`config.mk`:
```
export PLATFORM = sky130hd
export DESIGN_NAME = sub_serial
export DESIGN_NICKNAME = d
export VERILOG_FILES = /design/src/rtl/sub_serial_pkg.sv /design/src/rtl/sub_serial_cla4.sv /design/src/rtl/sub_serial.sv
export SDC_FILE = /design/constraint.sdc
export NUM_CORES = 1
export LEC_CHECK = 0
export CORE_UTILIZATION = 45
export CTS_BUF_LIST = sky130_fd_sc_hd__clkbuf_8
export CTS_CLUSTER_SIZE = 14
export DETAILED_ROUTE_END_ITERATION = 12
export PLACE_DENSITY_LB_ADDON = 0.2
export REMOVE_ABC_BUFFERS = 1
export SYNTH_ARGS = -nofsm -noshare
export SYNTH_HDL_FRONTEND = slang
export SYNTH_SLANG_ARGS = --single-unit
```
`constraint.sdc`:
```
create_clock -name clk -period 3.6 [get_ports clk]
set_clock_uncertainty 0.1 [all_clocks]
set_input_delay 0.72 -clock clk [delete_from_list [all_inputs] [get_ports clk]]
set_output_delay 0.72 -clock clk [all_outputs]
set_load 0.02 [all_outputs]
```
`src/rtl/sub_serial_pkg.sv`:
```
// sub_serial_pkg
//   Shared constants and types for the nibble-serial subtractor.
//   Provides the FSM state encoding (IDLE, RUN, DONE), the nibble width,
//   a packed view of the result flags and a helper that derives the number
//   of nibble steps from an operand width.
package sub_serial_pkg;

  // Width of one arithmetic step; the serial datapath handles one nibble
  // per clock.
  localparam int NIBBLE_W = 4;

  // FSM encoding kept as plain constants so older tools and netlists that
  // expect a fixed 2-bit code keep working.
  localparam logic [1:0] ST_IDLE = 2'd0;
  localparam logic [1:0] ST_RUN  = 2'd1;
  localparam logic [1:0] ST_DONE = 2'd2;

  // Packed bundle of the status flags produced alongside diff.
  typedef struct packed {
    logic borrow;
    logic ovfl;
    logic zero;
    logic neg;
  } flags_t;

  // Number of serial steps needed for an operand of the given width.
  function automatic int nib_count(input int width);
    return width / NIBBLE_W;
  endfunction

endpackage

```
`src/rtl/sub_serial_cla4.sv`:
```
// cla4
//   4-bit carry-lookahead adder used as the single arithmetic element of the
//   nibble-serial subtractor.
// Ports
//   a, b  : 4-bit addends
//   cin   : carry in
//   sum   : 4-bit sum
//   cout  : carry out of bit 3
//   pg    : group propagate (all four bits propagate)
//   gg    : group generate (the nibble generates a carry by itself)
module cla4 (
  input  logic [3:0] a,
  input  logic [3:0] b,
  input  logic       cin,
  output logic [3:0] sum,
  output logic       cout,
  output logic       pg,
  output logic       gg
);

  logic [3:0] p;
  logic [3:0] g;
  logic [3:0] c;

  assign p = a ^ b;
  assign g = a & b;

  // Every internal carry is expanded directly from cin so no carry ripples
  // through more than two gate levels.
  assign c[0] = cin;
  assign c[1] = g[0] | (p[0] & cin);
  assign c[2] = g[1] | (p[1] & g[0]) | (p[1] & p[0] & cin);
  assign c[3] = g[2] | (p[2] & g[1]) | (p[2] & p[1] & g[0])
              | (p[2] & p[1] & p[0] & cin);

  assign pg = &p;
  assign gg = g[3] | (p[3] & g[2]) | (p[3] & p[2] & g[1])
            | (p[3] & p[2] & p[1] & g[0]);

  assign cout = gg | (pg & cin);
  assign sum  = p ^ c;

endmodule

```
`src/rtl/sub_serial.sv`:
```
// sub_serial
//   Nibble-serial subtractor: computes a - b as a + ~b + 1, one nibble per
//   clock, least-significant nibble first, using a single cla4 instance.
//   A result takes WIDTH/4 RUN cycles followed by a one-cycle DONE.
// Ports
//   clk    : clock, all state changes on the rising edge
//   rst_n  : asynchronous active-low reset
//   start  : request; operands captured when idle or in the DONE cycle
//   a, b   : minuend, subtrahend (WIDTH bits)
//   busy   : high while a subtraction is in progress (RUN)
//   done   : one-cycle pulse, results valid
//   diff   : a - b modulo 2^WIDTH
//   borrow : unsigned a < b
//   ovfl   : signed two's-complement overflow
//   zero   : diff == 0
//   neg    : diff MSB
module sub_serial
  import sub_serial_pkg::*;
#(
  parameter int WIDTH = 16
) (
  input  logic             clk,
  input  logic             rst_n,
  input  logic             start,
  input  logic [WIDTH-1:0] a,
  input  logic [WIDTH-1:0] b,
  output logic             busy,
  output logic             done,
  output logic [WIDTH-1:0] diff,
  output logic             borrow,
  output logic             ovfl,
  output logic             zero,
  output logic             neg
);

  localparam int NIB = nib_count(WIDTH);
  localparam int CW  = (NIB > 1) ? $clog2(NIB) : 1;
  localparam logic [CW-1:0] LAST_NIB = CW'(NIB - 1);

  logic [1:0]       state;
  logic [CW-1:0]    cnt;
  logic             carry;
  logic [WIDTH-1:0] a_reg;
  logic [WIDTH-1:0] b_reg;
  // Lower nibbles of the result; the top nibble comes straight from the
  // adder on the final step, so it never needs its own storage.
  logic [WIDTH-5:0] res_reg;
  logic [WIDTH-5:0] res_next;

  logic             capture;
  logic             last;
  logic [CW+1:0]    base;
  logic [3:0]       a_nib;
  logic [3:0]       b_nib;
  logic [3:0]       sum;
  logic             cout;
  logic             nib_pg_unused;
  logic             nib_gg_unused;
  logic [WIDTH-1:0] result;
  flags_t           flags_next;

  // Operands are only accepted outside RUN; start during RUN is ignored.
  assign capture = start && ((state == ST_IDLE) || (state == ST_DONE));
  assign last    = (cnt == LAST_NIB);

  // Nibble k starts at bit 4k; appending two zero bits to the counter gives
  // that offset without any multiplier.
  assign base  = {cnt, 2'b00};
  assign a_nib = a_reg[base +: NIBBLE_W];
  assign b_nib = ~b_reg[base +: NIBBLE_W];

  cla4 u_cla4 (
    .a    (a_nib),
    .b    (b_nib),
    .cin  (carry),
    .sum  (sum),
    .cout (cout),
    .pg   (nib_pg_unused),
    .gg   (nib_gg_unused)
  );

  // Partial results shift in from the top so that after NIB-1 steps nibble 0
  // sits at bit 0 and the final adder nibble completes the word above them.
  generate
    if (WIDTH == 8) begin : g_res_single
      assign res_next = sum;
    end else begin : g_res_shift
      assign res_next = {sum, res_reg[WIDTH-5:4]};
    end
  endgenerate

  assign result = {sum, res_reg};

  // Flags are derived from the latched operands and the complete result so
  // they line up with diff on the final edge.
  always_comb begin
    flags_next        = '0;
    flags_next.borrow = ~cout;
    flags_next.ovfl   = (a_reg[WIDTH-1] ^ b_reg[WIDTH-1])
                      & (sum[3] ^ a_reg[WIDTH-1]);
    flags_next.zero   = ~|result;
    flags_next.neg    = sum[3];
  end

  // FSM, counter and datapath registers. The counter holds at NIB-1 on the
  // final step and only returns to 0 through a new capture.
  always_ff @(posedge clk or negedge rst_n) begin
    if (!rst_n) begin
      state   <= ST_IDLE;
      cnt     <= '0;
      carry   <= 1'b0;
      a_reg   <= '0;
      b_reg   <= '0;
      res_reg <= '0;
      diff    <= '0;
      borrow  <= 1'b0;
      ovfl    <= 1'b0;
      zero    <= 1'b0;
      neg     <= 1'b0;
    end else if (capture) begin
      state <= ST_RUN;
      a_reg <= a;
      b_reg <= b;
      cnt   <= '0;
      carry <= 1'b1;
    end else begin
      case (state)
        ST_RUN: begin
          carry   <= cout;
          res_reg <= res_next;
          if (last) begin
            state  <= ST_DONE;
            diff   <= result;
            borrow <= flags_next.borrow;
            ovfl   <= flags_next.ovfl;
            zero   <= flags_next.zero;
            neg    <= flags_next.neg;
          end else begin
            cnt <= cnt + CW'(1);
          end
        end
        ST_DONE: state <= ST_IDLE;
        ST_IDLE: state <= ST_IDLE;
        default: state <= ST_IDLE;
      endcase
    end
  end

  assign busy = (state == ST_RUN);
  assign done = (state == ST_DONE);

endmodule

```
======== Yosys cells after proc, flatten, opt, wreduce, memory -nomap -nowiden ========
Cells that the tools add are included.
storage, ports and cells
  input bits .............................. 35
  bits in registers ....................... 69
cells by class
  shifts and indexed selects .............. 2
  bitwise logic cells ..................... 34
  $add $sub $neg .......................... 1
  equality and inequality tests ........... 5
  reductions and logical operators ........ 10
  multiplexer cells ....................... 8
operators by type and width
  cell                   count
  $shiftx A16 B5 Y4      2
  $and A1 B1 Y1          16
  $reduce_or A16 Y1      1
  $mux W2                6
  $or A1 B1 Y1           10
  $xor A4 B4 Y4          2
  $and A4 B4 Y4          1
  $eq A2 B2 Y1 const B   2
  $not A4 Y4             1
  $reduce_and A2 Y1      2
  $reduce_and A4 Y1      1
  $ne A3 B1 Y1 const B   1
  $reduce_and A3 Y1      1
  $add A2 B1 Y2 const B  1
  $eq A2 B1 Y1 const B   1
  $logic_not A2 Y1       1
  $mux W1                2
  $ne A2 B2 Y1 const B   1
  $not A1 Y1             2
  $reduce_bool A2 Y1     1
  $xor A1 B1 Y1          2
  $logic_and A1 B1 Y1    1
  $logic_not A1 Y1       1
  $logic_or A1 B1 Y1     1

======== Longest topological paths before layout ========
  word-level depth ........................ 10
  depth in mapped cells ................... 8
  depth with buffers taken out ............ 7

======== Cells and area by module ========
From an unflattened synthesis, not the netlist that was laid out.
unflattened totals
  cell total of the unflattened synthesis .. 201
  area, all modules ....................... 3170.5 µm²
by module, submodules not included
  module      instances  sequential area each (µm²)  cells each  area an instance (µm²)
  sub_serial  1          1701.6                      179         2987.9
  cla4        1          0.0                         22          182.7

======== Worst setup path after synthesis ========
OpenSTA, ideal clock, no wires.
  path kind ............................... reg2reg
  start point ............................. reg cnt[0]
  end point ............................... reg ovfl
  setup time .............................. 0.131 ns
  setup slack ............................. 1.043 ns
  clock period less this slack ............ 2.557 ns
  stages on the path, launching flop included .. 8
  path buffers ............................ 1
  required time ........................... 3.369 ns
  arrival ................................. 2.326 ns
  path through ............................ dfrtp_1 buf_2 mux4_2 ha_1 a211oi_1 o21ai_0 nand4_1 or3b_1
on the way
  longest elaborated chain between the ends .. 10
  elaborated cells on any way between the ends .. 18
  those cells by class .................... 1 x eq/ne; 2 x shift; 14 x bitwise; 1 x reduce/logical
ends and longest elaborated chain
  item                                                   RTL line                                      source
  start, declared                                        sub_serial.sv:41                              logic [CW-1:0] cnt;
  start signal, assigned                                 sub_serial.sv:139                             cnt <= cnt + CW'(1);
  $shiftx A16 B5 Y4                                      sub_serial.sv:70                              assign b_nib = ~b_reg[base +: NIBBLE_W];
  $not A4 Y4                                             sub_serial.sv:70
  $xor A4 B4 Y4 / $and A4 B4 Y4 (equally long branches)  sub_serial_cla4.sv:25, sub_serial_cla4.sv:26
  $and A1 B1 Y1, on equally long branches                sub_serial_cla4.sv:33, sub_serial_cla4.sv:34
  $or A1 B1 Y1 (tied with other cells)                   sub_serial_cla4.sv:33                         assign c[3] = g[2] | (p[2] & g[1]) | (p[2] & p[1] & g[0])
  $or A1 B1 Y1 / $and A1 B1 Y1 (equally long branches)   sub_serial_cla4.sv:33, sub_serial_cla4.sv:34
  $or A1 B1 Y1                                           sub_serial_cla4.sv:34                         | (p[2] & p[1] & p[0] & cin);
  $xor A4 B4 Y4                                          sub_serial_cla4.sv:41                         assign sum = p ^ c;
  $xor A1 B1 Y1                                          sub_serial.sv:100                             & (sum[3] ^ a_reg[WIDTH-1]);
  $and A1 B1 Y1                                          sub_serial.sv:100
  end signal, assigned                                   sub_serial.sv:135                             ovfl <= flags_next.ovfl;
  end, declared                                          sub_serial.sv:31                              output logic ovfl,
Several ways; a longest one is shown, not always the timed one.
A chain may end at the register's enable or synchronous reset.

======== Worst setup path in the final report ========
  start point ............................. reg state[0]
  end point ............................... out busy
on the way
  longest elaborated chain between the ends .. 1
ends and longest elaborated chain
  item                    RTL line           source
  start, declared         sub_serial.sv:40   logic [1:0] state;
  start signal, assigned  sub_serial.sv:109  state <= ST_IDLE;
  start signal, assigned  sub_serial.sv:121  state <= ST_RUN;
  start signal, assigned  sub_serial.sv:132  state <= ST_DONE;
  $eq A2 B1 Y1            sub_serial.sv:149  assign busy = (state == ST_RUN);
  end, declared           sub_serial.sv:27   output logic busy,
No other way between the ends.

==> impl_metrics.json <==
{
  "status": "complete, no violations",
  "grt_first_pass_wirelength_um": 10090,
  "yosysMostFrequentCell": "nand2_1",
  "dieHeight_um": 83.44,
  "hold_class": "input pin to async pin",
  "n_fill_cell": 558,
  "drt-initial-drc-count": 89,
  "final-setup-viol-count": 0,
  "cts_max_level": 3,
  "synth_area_um2": 2984,
  "syn_avg_cell_area_um2": 10.22,
  "setup.worst_path.class": "flip-flop to primary output",
  "yosys-top-cells-count": "132 x nand2_1, 68 x dfrtp_1, 14 x mux2_2",
  "synth_cell_type_count": 36,
  "maxSlewViolCount": 0,
  "ant_nets": 0,
  "crit_required_ns": 2.78,
  "yosysWarnings": 0,
  "period_minus_slack_ns": 2.804,
  "pre_cts_ws_ns": 0.7948,
  "routedWlPerCell_um": 12.91,
  "r2r_slack_ns": 0.84,
  "setup.worst_path.start_class": "flip-flop",
  "leakagePower_nw": 1.844,
  "cts.sinks": 68,
  "hold_buffers": 0,
  "synth_largest_area_cell": "dfrtp_1",
  "drc": 0,
  "switching_share_pct": 38.55,
  "coreArea_um2": 6386,
  "synthTopCellsByArea": "dfrtp_1 57%, nand2_1 17%, mux4_2 6.0%",
  "internal-power_mw": 2.262,
  "cts_tree": "built",
  "syn_inst": 292,
  "ctsResizeCount": 0,
  "ys.flop_type": "dfrtp_1",
  "max_slew_margin_pct": 48.70,
  "final_nets": 390,
  "ys_seq_area_share_pct": 57.02,
  "endpoint_kind": "primary output",
  "finalSetupTns_ns": 0,
  "die_area_um2": 6961,
  "comb_power_share_pct": 46.6,
  "cts_buffer_depth": 2,
  "grt_max_degree": 37,
  "clkLatencyLatePin_ns": 0.34,
  "p_per_area_nw_per_um2": 967.0,
  "finalWirelength_um": 5566,
  "async_flop_share_pct": 100.0,
  "clkTransAtPathRegs_ns": 0.07,
  "critPathMaxFanout": 21,
  "fmax_mhz": 356.6,
  "clock_power_share_pct": 15.3,
  "grt_pass1_vias": 2226,
  "tightestPinTransition_ns": 0.7696,
  "synth-seq-cells": 68,
  "setup_ws_ns": 0.7961,
  "hold_violations": 0,
  "io_buffers": 56,
  "root_buffer": "clkbuf_8",
  "cts_made_buffers": 9,
  "gp_congestion": 0.7421,
  "worstPathArrival_ns": 1.98,
  "syn_to_final_growth_pct": 27.59,
  "netlist.area_leader.share_pct": 57.02,
  "synth_edf_count": 0,
  "post_cts_buffers": 0,
  "drive_gt1_share_pct": 12.43,
  "routed_via_density": 4.988,
  "grt_overflow_total": 0,
  "grt_antenna_before_repair": 0,
  "ios": 57,
  "max_cap_violations": 0,
  "pwr-share-seq_pct": 38.1,
  "num_vias": 2150,
  "grt_usage_pct": 18.46,
  "die_x_um": 83.44,
  "dr.pass1.iters": 4,
  "row_count": 29,
  "period_share_pct": 77.89,
  "rsz0062_at_grt": "no",
  "final_util_pct": 59.62,
  "p_switching_mw": 1.419,
  "vdd_drop_max_mv": 0.4554,
  "hpwl_um": 3995,
  "initial_core_util_pct": 46.73,
  "antennaDiodeCount": 0
}
power groups by stage:
stage,clock (mW),sequential [mW],combinational (mW)
floorplan,0,1.46,1.11
global placement,0,1.41,1.70
detailed placement,0,1.42,1.74
CTS,0.573,1.41,1.75
global route,0.612,1.46,1.95
finish,0.564,1.40,1.72
routing by layer:
metal	routed length, um	vias up	part of all wire [%]	GRT usage, %
met5	0	-	0	0
met4	120	0	2.2	9.245
met3	220	11	4.0	4.076
met2	2717	57	49	30.40
met1	2508	1016	45	23.06
li1	-	1066	-	-
stage by stage:
step | std cells | total power [mW] | instance area (um^2) | hold WS, ns
2_1_floorplan | 277 | 2.568 | 2922 | 0.3244
3_3_place_gp | 415 | 3.107 | 3626 | 0.3535
3_5_place_dp | 415 | 3.166 | 3626 | 0.3626
4_1_cts | 431 | 3.736 | 3807 | 0.3734
5_1_grt | 431 | 4.024 | 3807 | 0.4053
6_report | 431 | 3.682 | 3807 | 0.3546
final cells by class:
cell class	count	area, um^2	area share [%]
Multi-Input combinational cell	203	1200	31.51
Tap cell	77	96.34	2.530
Timing Repair Buffer	61	605.6	15.91
Clock inverter	4	16.27	0.4272
Sequential cell	68	1702	44.69
Clock buffer	12	165.2	4.338
Inverter	6	22.52	0.5915
path summary, 6_finish.rpt:
path,from,end,cells past startpoint
max in group asynchronous,rst_n,a_reg[5],2
setup / recovery,state[0],busy,4
hold / removal,rst_n,diff[4],1
setup reg to reg,cnt[0],ovfl,6
min in group clk,a_reg[1],a_reg[1],2
hold reg to reg,a_reg[1],a_reg[1],2
worst max-delay path, stage by stage (launching register included):
cell,delay [ns]
dfrtp_1,0.42
nand2b_1,0.09
buf_4,0.23
clkinv_1,0.28
clkdlybuf4s50_1,0.62
cells by family after synthesis:
family / after synthesis / share of synthesized area, %
multiplexers: 22 / 11.32
AO/OA/AOI/OAI: 17 / 3.313
flip-flops: 68 / 57.02
adder cells (fa/ha/maj): 6 / 2.767
AND/OR/NAND/NOR: 155 / 21.85
XOR/XNOR: 3 / 0.8807
buffers and inverters: 21 / 2.851
layout by cell type (no fill, tap or decap), drive strengths merged, types with 2 or more instances in the layout:
cell type        n
or4              2
nand2          132
mux4             8
or3b             2
nand2b           2
o21ai           10
a21oi            2
nor2b            2
clkdlybuf4s50   55
mux2            14
dfrtp           68
ha               5
clkbuf          12
clkinv           2
nor2             5
xnor2            3
buf              6
inv              8
No activity file was read; power rests on OpenSTA's default activity.
